## config.mk

```make
export PLATFORM = sky130hd
export DESIGN_NAME = wts_timer_bank
export DESIGN_NICKNAME = d
export VERILOG_FILES = /design/src/rtl/wts_timer_bank.sv
export SDC_FILE = /design/constraint.sdc
export NUM_CORES = 1
export LEC_CHECK = 0
export CORE_UTILIZATION = 45
export CTS_CLUSTER_DIAMETER = 50
export DETAILED_ROUTE_END_ITERATION = 16
export HOLD_SLACK_MARGIN = 0.02
export PLACE_DENSITY_LB_ADDON = 0.05
export SYNTH_ARGS = -nofsm -noshare
export SYNTH_HDL_FRONTEND = slang
export SYNTH_SLANG_ARGS = --single-unit
```

## constraint.sdc

```tcl
create_clock -name clk21m -period 3.75 [get_ports clk21m]
set_input_delay 1.125 -clock clk21m [delete_from_list [all_inputs] [get_ports clk21m]]
set_output_delay 1.125 -clock clk21m [all_outputs]
set_load 0.01 [all_outputs]
```

## src/rtl/wts_timer_bank.sv

```systemverilog
`default_nettype none
// +----------------------------------------------------------------------------+
// | wts_timer_bank : bank of prescaled one-shot/periodic interval timers with   |
// |                  shared active-low interrupt on the OCM slot bus.           |
// | Revision 1.0                                                               |
// +----------------------------------------------------------------------------+
module wts_timer_bank #(
  parameter int NUM_TIMERS  = 2,
  parameter int COUNT_WIDTH = 16,
  parameter int PRESCALE    = 256
) (
  input  logic                          clk21m,
  input  logic                          reset,
  input  logic                          req,
  output logic                          ack,
  input  logic                          wrt,
  input  logic [$clog2(NUM_TIMERS)+1:0] adr,
  input  logic [7:0]                    dbo,
  output logic [7:0]                    dbi,
  output logic                          nint,
  output logic [NUM_TIMERS-1:0]         timer_hit
);

  localparam int              c_aw      = $clog2(NUM_TIMERS) + 2;
  localparam int              c_pw      = $clog2(PRESCALE);
  localparam logic [c_pw-1:0] c_pre_max = c_pw'(PRESCALE - 1);

  logic [c_aw-1:0]       w_tidx;
  logic [1:0]            w_off;
  logic [NUM_TIMERS-1:0] w_en;
  logic [NUM_TIMERS-1:0] w_ie;
  logic [NUM_TIMERS-1:0] w_flag;
  logic [NUM_TIMERS-1:0] w_hit;
  logic [7:0]            w_rdata [NUM_TIMERS];
  logic [7:0]            w_rd;

  logic                  r_ack;
  logic [7:0]            r_dbi;
  logic                  r_nint;

  assign w_tidx = adr >> 2;
  assign w_off  = adr[1:0];

  for (genvar gi = 0; gi < NUM_TIMERS; gi++) begin : g_timer
    logic                   r_en;
    logic                   r_oneshot;
    logic                   r_ie;
    logic                   r_flag;
    logic                   r_hit;
    logic [COUNT_WIDTH-1:0] r_period;
    logic [COUNT_WIDTH-1:0] r_cnt;
    logic [c_pw-1:0]        r_pre;

    logic        w_sel;
    logic        w_wr_ctrl;
    logic        w_wr_plo;
    logic        w_wr_phi;
    logic        w_rd_stat;
    logic        w_tick;
    logic        w_expire;
    logic [15:0] w_per16;
    logic [15:0] w_pwr;

    assign w_sel     = req && (w_tidx == c_aw'(gi));
    assign w_wr_ctrl = w_sel && wrt && (w_off == 2'd0);
    assign w_wr_plo  = w_sel && wrt && (w_off == 2'd2);
    assign w_wr_phi  = w_sel && wrt && (w_off == 2'd3);
    assign w_rd_stat = w_sel && !wrt && (w_off == 2'd1);

    assign w_tick   = r_en && (r_pre == c_pre_max);
    // A CTRL write on the same edge restarts the count, so it masks the expiry.
    assign w_expire = w_tick && !w_wr_ctrl && (r_cnt == '0);
    assign w_per16  = 16'(r_period);

    always_comb begin
      w_pwr = w_per16;
      if (w_off == 2'd2) begin
        w_pwr[7:0] = dbo;
      end else begin
        w_pwr[15:8] = dbo;
      end
    end

    always_comb begin
      w_rdata[gi] = 8'h00;
      if (w_sel) begin
        case (w_off)
          2'd0:    w_rdata[gi] = {r_en, r_oneshot, r_ie, 5'b00000};
          2'd1:    w_rdata[gi] = {~r_en, 6'b000000, r_flag};
          2'd2:    w_rdata[gi] = w_per16[7:0];
          default: w_rdata[gi] = w_per16[15:8];
        endcase
      end
    end

    always_ff @(posedge clk21m or posedge reset) begin
      if (reset) begin
        r_en      <= 1'b0;
        r_oneshot <= 1'b0;
        r_ie      <= 1'b0;
        r_flag    <= 1'b0;
        r_hit     <= 1'b0;
        r_period  <= '0;
        r_cnt     <= '0;
        r_pre     <= '0;
      end else begin
        r_hit <= w_expire;
        if (w_wr_ctrl) begin
          r_en      <= dbo[7];
          r_oneshot <= dbo[6];
          r_ie      <= dbo[5];
          r_cnt     <= r_period;
          r_pre     <= '0;
        end else begin
          if (!r_en || w_tick) begin
            r_pre <= '0;
          end else begin
            r_pre <= r_pre + 1'b1;
          end
          if (w_tick) begin
            if (r_cnt == '0) begin
              if (r_oneshot) begin
                r_en <= 1'b0;
              end else begin
                r_cnt <= r_period;
              end
            end else begin
              r_cnt <= r_cnt - 1'b1;
            end
          end
        end
        if (w_expire) begin
          r_flag <= 1'b1;
        end else if (w_rd_stat) begin
          r_flag <= 1'b0;
        end
        if (w_wr_plo || w_wr_phi) begin
          r_period <= w_pwr[COUNT_WIDTH-1:0];
        end
      end
    end

    assign w_en[gi]   = r_en;
    assign w_ie[gi]   = r_ie;
    assign w_flag[gi] = r_flag;
    assign w_hit[gi]  = r_hit;
  end

  always_comb begin
    w_rd = 8'h00;
    for (int i = 0; i < NUM_TIMERS; i++) begin
      w_rd = w_rd | w_rdata[i];
    end
  end

  always_ff @(posedge clk21m or posedge reset) begin
    if (reset) begin
      r_ack  <= 1'b0;
      r_dbi  <= 8'h00;
      r_nint <= 1'b1;
    end else begin
      r_ack  <= req;
      r_dbi  <= (req && !wrt) ? w_rd : 8'h00;
      r_nint <= ~|(w_flag & w_ie);
    end
  end

  assign ack       = r_ack;
  assign dbi       = r_dbi;
  assign nint      = r_nint;
  assign timer_hit = w_hit;

endmodule
`default_nettype wire

```

# Word-level counts from Yosys, hierarchy flattened

Cells that the tools add are included.
W data, S select, Z words.

$add $sub $neg: 4
Equality and inequality tests: 7
Mux-type cells: 29
Bitwise logic cells: 5
Reductions and logical operators: 52

Operator list:

| operator                | number |
|---|---|
| $mux W16                | 8 |
| $mux W8                 | 7 |
| $pmux W8 S3             | 2 |
| $logic_not A16 Y1       | 2 |
| $sub A16 B1 Y16 const B | 2 |
| $logic_and A1 B1 Y1     | 21 |
| $add A8 B1 Y8 const B   | 2 |
| $eq A8 B8 Y1 const B    | 2 |
| $reduce_bool A2 Y1      | 8 |
| $mux W1                 | 12 |
| $reduce_and A2 Y1       | 6 |
| $or A8 B8 Y8            | 1 |
| $logic_not A1 Y1        | 6 |
| $ne A3 B3 Y1 const B    | 2 |
| $reduce_and A3 Y1       | 2 |
| $eq A2 B2 Y1 const B    | 2 |
| $logic_or A1 B1 Y1      | 4 |
| $logic_not A3 Y1        | 1 |
| $not A1 Y1              | 3 |
| $and A2 B2 Y2           | 1 |
| $eq A2 B1 Y1 const B    | 1 |
| $logic_not A2 Y1        | 1 |
| $reduce_or A2 Y1        | 1 |

Register bits: 100
Bits of input ports: 15
Output and inout bits: 12
Word-level logic and storage cells: 118

# Longest topological paths before layout

Gate-level depths: netlist of run 1.

Word-level depth: 8
Mapped depth: 9
Depth with buffers taken out: 7

# Worst setup path before layout of run 1

Ideal clock, no wire load.

Path type: input-to-reg
Start: input port adr[0]
End: register g_timer[0].r_cnt[12]
Library setup time: 0.128 ns
Arrival time: 2.416 ns
Required time: 3.622 ns
Slack: 1.207 ns
Stages: 8
Path through: clkbuf_1 and4bb_2 nand2_1 and2_4 buf_6 buf_6 mux2i_1 o22ai_1

Cells in the longest elaborated chain, start to end: 4

Ends and longest elaborated chain:

| item                                                                       | RTL line | source |
|---|---|---|
| start: declaration                                                         | 17       | `input logic [$clog2(NUM_TIMERS)+1:0] adr,` |
| $logic_not A2 Y1 *                                                         | 65       | `assign w_wr_ctrl = w_sel && wrt && (w_off == 2'd0);` |
| $logic_and A1 B1 Y1 *                                                      | 65       |  |
| $ne A3 B3 Y1 (no source line) / $reduce_bool A2 Y1 (equally long branches) | n/a      |  |
| $reduce_and A2 Y1 (no source line)                                         | n/a      |  |
| end signal: assignment                                                     | 112      | `r_cnt <= r_period;` |
| end signal: assignment                                                     | 125      | `r_cnt <= r_period;` |
| end signal: assignment                                                     | 128      | `r_cnt <= r_cnt - 1'b1;` |
| end: declaration                                                           | 51       | `logic [COUNT_WIDTH-1:0] r_cnt;` |

Mark *: on every way between the ends. The rest lies on a longest branch, timed or not.
A chain may end at the register's enable or synchronous reset.

# Worst setup path in the final report of run 1

Start: input port adr[0]
End: register g_timer[0].r_cnt[11]

The elaborated chain is that of the path after synthesis.

==> results of run 1 <==
-- registers in the layout, summed over array words and instances, names as in the netlist --
signal,count
dbi,8
nint,1
g_timer.r_oneshot,2
g_timer.r_pre,16
ack,1
g_timer.r_ie,2
g_timer.r_period,32
g_timer.r_en,2
g_timer.r_flag,2
g_timer.r_cnt,32
g_timer.r_hit,2
-- cells in the mapped netlist (9+ instances only) --
cell type / count / area, µm²
nand2b_1: 9 / 56.30
mux2i_1: 28 / 280.3
nor3_1: 18 / 90.09
nand3_1: 18 / 90.09
inv_1: 15 / 56.30
nor4_1: 10 / 62.56
o21ai_0: 15 / 75.07
mux2_1: 10 / 112.6
mux2_2: 31 / 349.1
o2bb2ai_1: 14 / 122.6
a21oi_1: 16 / 80.08
nand2_1: 27 / 101.4
o21ai_1: 9 / 45.04
nor2_1: 43 / 161.4
buf_2: 9 / 45.04
dfrtp_1: 99 / 2477
-- kinds of logic (layout without fill, tap and decap cells) --
group	after synthesis	after routing
AND/OR/NAND/NOR	164	164
flip-flops	100	100
adder cells (fa/ha/maj)	6	6
XOR/XNOR	14	14
multiplexers	70	70
AO/OA/AOI/OAI	100	100
buffers and inverters	37	72
-- stage by stage --
stage / util [%] / instances / setup slack, ps / hold WS (ps) / area, µm²
after floorplan: - / 491 / 7.876 / 411.0 / 5256
after global placement: 49.91 / 653 / 459.7 / 480.9 / 5699
after detailed placement: 49.91 / 653 / 413.1 / 479.4 / 5699
after CTS: 52.66 / 669 / 781.7 / 487.9 / 6013
after global routing: 52.66 / 669 / 629.1 / 511.3 / 6013
final: 52.66 / 669 / 748.2 / 486.0 / 6013
-- power breakdown --
group,switching [mW],internal [mW],leakage (nW)
clock network,0.377,0.604,0.151
logic,0.348,0.335,1.19
registers,0.257,1.28,1.28
-- critical path, stage by stage --
cell	delay, ps
clkdlybuf4s50_1	520
and4bb_2	430
nand2_1	260
buf_4	260
nand2_1	240
o21ai_0	150
a22o_1	250
-- routing by layer --
metal / vias up / wire length (µm) / GRT usage, %
met5: - / 0 / 0
met4: 0 / 150 / 6.190
met3: 13 / 406 / 5.232
met2: 59 / 6047 / 36.96
met1: 1964 / 5576 / 28.81
li1: 1884 / - / -
-- worst min path at each step --
stage,end,startpoint,slack (ps),cells after the start
finish,g_timer[0].r_pre[0],g_timer[0].r_pre[0],490,1
global route,nint,g_timer[1].r_ie,510,1
detailed placement,g_timer[0].r_pre[0],g_timer[0].r_pre[0],480,1
global placement,g_timer[0].r_pre[0],g_timer[0].r_pre[0],480,1
CTS,g_timer[0].r_pre[0],g_timer[0].r_pre[0],490,1
floorplan,nint,g_timer[1].r_ie,410,1
-- area by class of cell --
| type | instances | area (µm²) |
|---|---|---|
| Multi-Input combinational cell | 354 | 2576 |
| Inverter | 16 | 62.56 |
| Sequential cell | 100 | 2504 |
| Fill cell | 1040 | 5405 |
| Timing Repair Buffer | 40 | 377.9 |
| Tap cell | 143 | 178.9 |
| Clock buffer | 14 | 254.0 |
| Clock inverter | 2 | 60.06 |
==> flow_metrics.py, run 1 <==
metrics = {
    "run_status": {
        "outcome": "complete, no violations",
    },
    "setup_path": {
        "critPathLaunch": "adr[0]",
        "reg2reg_from": "g_timer[0].r_cnt[0]",
        "crit_arrival_ps": 3230,
        "r2r_end": "g_timer[0].r_cnt[10]",
        "ff2ff_setup_slack_ps": 1290,
        "endpoint": "g_timer[0].r_cnt[11]",
        "critPathRequiredTime_ps": 3980,
        "end_kind": "flip-flop",
        "path_class": "in -> reg",
        "ff2ff_path_depth": 7,
        "start_kind": "input pin",
        "crit_path_max_fanout": 10,
    },
    "global_routing": {
        "grt_pass1_wl_um": 20200,
        "grt_max_degree": 70,
        "overflow": 0,
        "antenna_found_initial": 0,
        "grt_usage_pct": 22.20,
        "grt_pass1_vias": 3864,
    },
    "route": {
        "ant_nets": 0,
        "first_iter_violations": 204,
        "wl_per_cell_um": 18.21,
        "drc": 0,
        "via_count": 3920,
        "dr.pass1.iters": 4,
        "wl_um": 12180,
        "via_per_inst": 5.859,
    },
    "cells_and_area": {
        "area_growth_pct": 14.40,
        "final_common_cell": "dfrtp_1",
        "final_nets": 542,
        "drive_gt1_share_pct": 13.69,
        "final_cell_mix": "dfrtp_1 (99), nor2_1 (43), mux2_2 (31)",
        "num_antenna_cells": 0,
    },
    "yosys": {
        "synth_fa_ha_area_share_pct": 1.428,
        "synth_compound_area_share_pct": 13.33,
        "synth-seq-cells": 100,
        "synth_cells": 491,
        "yosys.area_share.simple_pct": 17.31,
        "synth_xor_area_share_pct": 2.333,
        "yosysSeqAreaShare_pct": 47.63,
        "synth_top_family_by_area": "simple AND/OR/NAND/NOR gates",
        "syn_area_per_cell_um2": 10.71,
        "async_flop_share_pct": 100.0,
        "yosysWarnings": 0,
        "netlist_area_mm2": 0.005256,
        "ys_types": 61,
        "synthFlopType": "dfrtp_1",
        "synth_edf_count": 0,
        "synthesis.nets": 512,
        "synthMuxAreaShare_pct": 14.54,
    },
    "floorplanning": {
        "floorplan.die.width_um": 110.1,
        "initial_core_util_pct": 46.03,
        "die_h_um": 110.1,
        "die_area_mm2": 0.01212,
        "std_cell_rows": 39,
        "core_region_area_mm2": 0.01142,
        "ios": 27,
    },
    "pwr": {
        "p_leak_nw": 2.621,
        "finalPower_mw": 3.201,
        "p_per_area_mw_per_mm2": 532.4,
        "ir_worst_vdd_v": 0.0004543,
    },
    "clock_network": {
        "cts_sinks": 100,
        "clkLatencyLatePin_ps": 350,
        "postCtsSetupRepairBufs": 0,
        "max-clock-path-buffers": 2,
        "clk_pin_slew_ps": 60,
        "cts-root-buf": "clkbuf_16",
        "htreeDepth": 3,
        "cts-resized-gates": 0,
        "cts_tree": "done",
        "hold_buffers": 0,
        "cts_inserted_buffers": 9,
    },
    "sta": {
        "clock_skew_ps": 11.43,
        "drv_slew": 0,
        "fmax_mhz": 333.1,
        "finalSetupViolCount": 0,
        "fin_tns_setup_ps": 0,
        "rsz0062_at_grt": "false",
        "tightest_slew_ps": 696.2,
        "maxSlewHeadroom_pct": 53.31,
        "period_share_pct": 80.05,
        "period_needed_ps": 3002,
        "hold_violations": 0,
    },
    "min_path": {
        "min_path_type": "reg -> reg",
    },
    "placed_design": {
        "globalplace.congestion": 0.8505,
        "portBuffers": 26,
        "dp_hpwl_um": 8935,
    },
    "run": {
        "drv_cap": 0,
    },
}
Note: power is estimated with default switching activity, not from simulation.
==> inputs of run 2 (changes only) <==
==> constraint.sdc (replaced) <==
create_clock -name clk21m -period 2.5 [get_ports clk21m]
set_input_delay 0.75 -clock clk21m [delete_from_list [all_inputs] [get_ports clk21m]]
set_output_delay 0.75 -clock clk21m [all_outputs]
set_load 0.01 [all_outputs]
==> run 2 against run 1 <==
Combinational power up 51%. Die area did not move. Non-clock buffer count is 21 higher. Critical path depth decreased by 1.
==> flow_metrics.py, run 2 (synthesis results as in run 1) <==
metrics = {
    "setup_path": {
        "ff2ff_path_depth": 8,
        "r2r_end": "g_timer[0].r_cnt[4]",
        "ff2ff_setup_slack_ps": 380,
        "crit_path_max_fanout": 19,
        "end_kind": "flip-flop",
        "critPathRequiredTime_ps": 2730,
        "reg2reg_from": "g_timer[0].r_cnt[0]",
        "crit_arrival_ps": 2510,
        "start_kind": "input pin",
        "path_class": "in -> reg",
    },
    "clock_network": {
        "clk_pin_slew_ps": 70,
        "cts-root-buf": "clkbuf_16",
        "cts_sinks": 100,
        "cts_inserted_buffers": 9,
        "postCtsSetupRepairBufs": 0,
        "htreeDepth": 3,
        "hold_buffers": 0,
        "cts-resized-gates": 0,
        "max-clock-path-buffers": 2,
        "clkLatencyLatePin_ps": 350,
        "cts_tree": "done",
    },
    "route": {
        "ant_nets": 0,
        "via_per_inst": 5.710,
        "dr.pass1.iters": 4,
        "wl_um": 11960,
        "via_count": 3940,
        "first_iter_violations": 232,
        "drc": 0,
        "wl_per_cell_um": 17.34,
    },
    "global_routing": {
        "grt_usage_pct": 21.74,
        "grt_pass1_vias": 3887,
        "antenna_found_initial": 0,
        "grt_max_degree": 81,
        "overflow": 0,
        "grt_pass1_wl_um": 19840,
    },
    "placed_design": {
        "pre_cts_ws_ps": -128.4,
        "globalplace.congestion": 0.8506,
        "portBuffers": 26,
        "dp_hpwl_um": 8715,
    },
    "floorplanning": {
        "std_cell_rows": 39,
        "floorplan.die.width_um": 110.1,
        "ios": 27,
        "die_h_um": 110.1,
        "core_region_area_mm2": 0.01142,
        "initial_core_util_pct": 46.03,
        "die_area_mm2": 0.01212,
    },
    "cells_and_area": {
        "final_common_cell": "dfrtp_1",
        "largestRegisters": "g_timer.r_cnt x32, g_timer.r_period x32, g_timer.r_pre x16",
        "final_nets": 563,
        "final_cell_mix": "dfrtp_1 (99), nor2_1 (43), buf_4 (32)",
        "area_growth_pct": 17.35,
        "finalCoreUtilization_pct": 54.02,
        "num_antenna_cells": 0,
        "drive_gt1_share_pct": 17.73,
    },
    "run": {
        "drv_cap": 0,
    },
    "sta": {
        "rsz0062_at_grt": "false",
        "clock_skew_ps": 9.561,
        "setup_ws_ps": 226.8,
        "drv_slew": 0,
        "tightest_slew_ps": 463.2,
        "holdWs_ps": 447.3,
        "period_needed_ps": 2273,
        "maxSlewHeadroom_pct": 68.88,
        "fmax_mhz": 439.9,
        "period_share_pct": 90.93,
        "finalSetupViolCount": 0,
        "hold_violations": 0,
    },
    "min_path": {
        "min_path_type": "reg -> reg",
        "min_to": "nint",
        "min_from": "g_timer[1].r_flag",
        "hold_depth": 1,
    },
    "pwr": {
        "seqPwrFrac_pct": 49.4,
        "power_frac_clock_pct": 28.4,
        "p_leak_nw": 2.710,
        "p_comb_share_pct": 22.1,
        "finalPower_mw": 4.657,
        "ir_worst_vdd_v": 0.0005811,
        "swShare_pct": 32.92,
        "power_switching_mw": 1.533,
        "power.internal_mw": 3.124,
        "p_per_area_mw_per_mm2": 755.0,
    },
    "run_status": {
        "outcome": "complete, no violations",
    },
}
## run 2: cell count changes in the layout (fill, tap and decap cells not counted), sizes merged
cell      before  now
bufinv         2    0
clkinvlp       0    2
buf           14   35
inv           16   17
clkbuf        14    9
clkinv         0    4
## run 2: metrics by stage
step                      area (µm²)  TNS (ps)  std cells
after CTS                       6168         0        690
after detailed placement        5883     -1753        674
after global placement          5883     -1061        674
final                           6168         0        690
after global routing            6168         0        690
after floorplan                 5260         0        491
## run 2: worst max path at each step
stage | from | endpoint | cells past startpoint
after CTS | adr[1] | g_timer[0].r_cnt[10] | 6
after global placement | adr[1] | g_timer[0].r_cnt[10] | 6
after global routing | adr[1] | g_timer[0].r_cnt[9] | 8
final | adr[1] | g_timer[0].r_cnt[10] | 6
after floorplan | adr[0] | g_timer[0].r_cnt[12] | 8
after detailed placement | adr[1] | g_timer[0].r_cnt[10] | 6
## run 2: routing by layer
metal | up-vias | global-route usage [%] | wire [µm]
met5 | - | 0 | 0
met4 | 0 | 5.333 | 135
met3 | 9 | 5.115 | 309
met2 | 57 | 37.05 | 5974
met1 | 1952 | 27.81 | 5543
li1 | 1922 | - | -
## run 2: critical path: stages
cell and delay [ps]:
clkdlybuf4s50_1 520, and4bb_2 290, nand2_1 200, and2_4 360, a21oi_1 90, o2bb2a_1 290
## run 2: cell type report
| class | instances | area (µm²) |
|---|---|---|
| fill | 1035 | 5250 |
| multi-input combinational | 354 | 2576 |
| sequential | 100 | 2504 |
| timing repair buffer | 61 | 560.5 |
| clock buffer | 9 | 225.2 |
| tap | 143 | 178.9 |
| inverter | 16 | 63.81 |
| clock inverter | 7 | 60.06 |
## run 2: power groups by stage
stage	Clock, mW	Combinational (mW)	Sequential (mW)
after detailed placement	0	1.04	2.33
after CTS	1.38	1.04	2.30
final	1.32	1.03	2.30
after global routing	1.43	1.16	2.35
after global placement	0	1.02	2.33
after floorplan	0	0.830	2.19
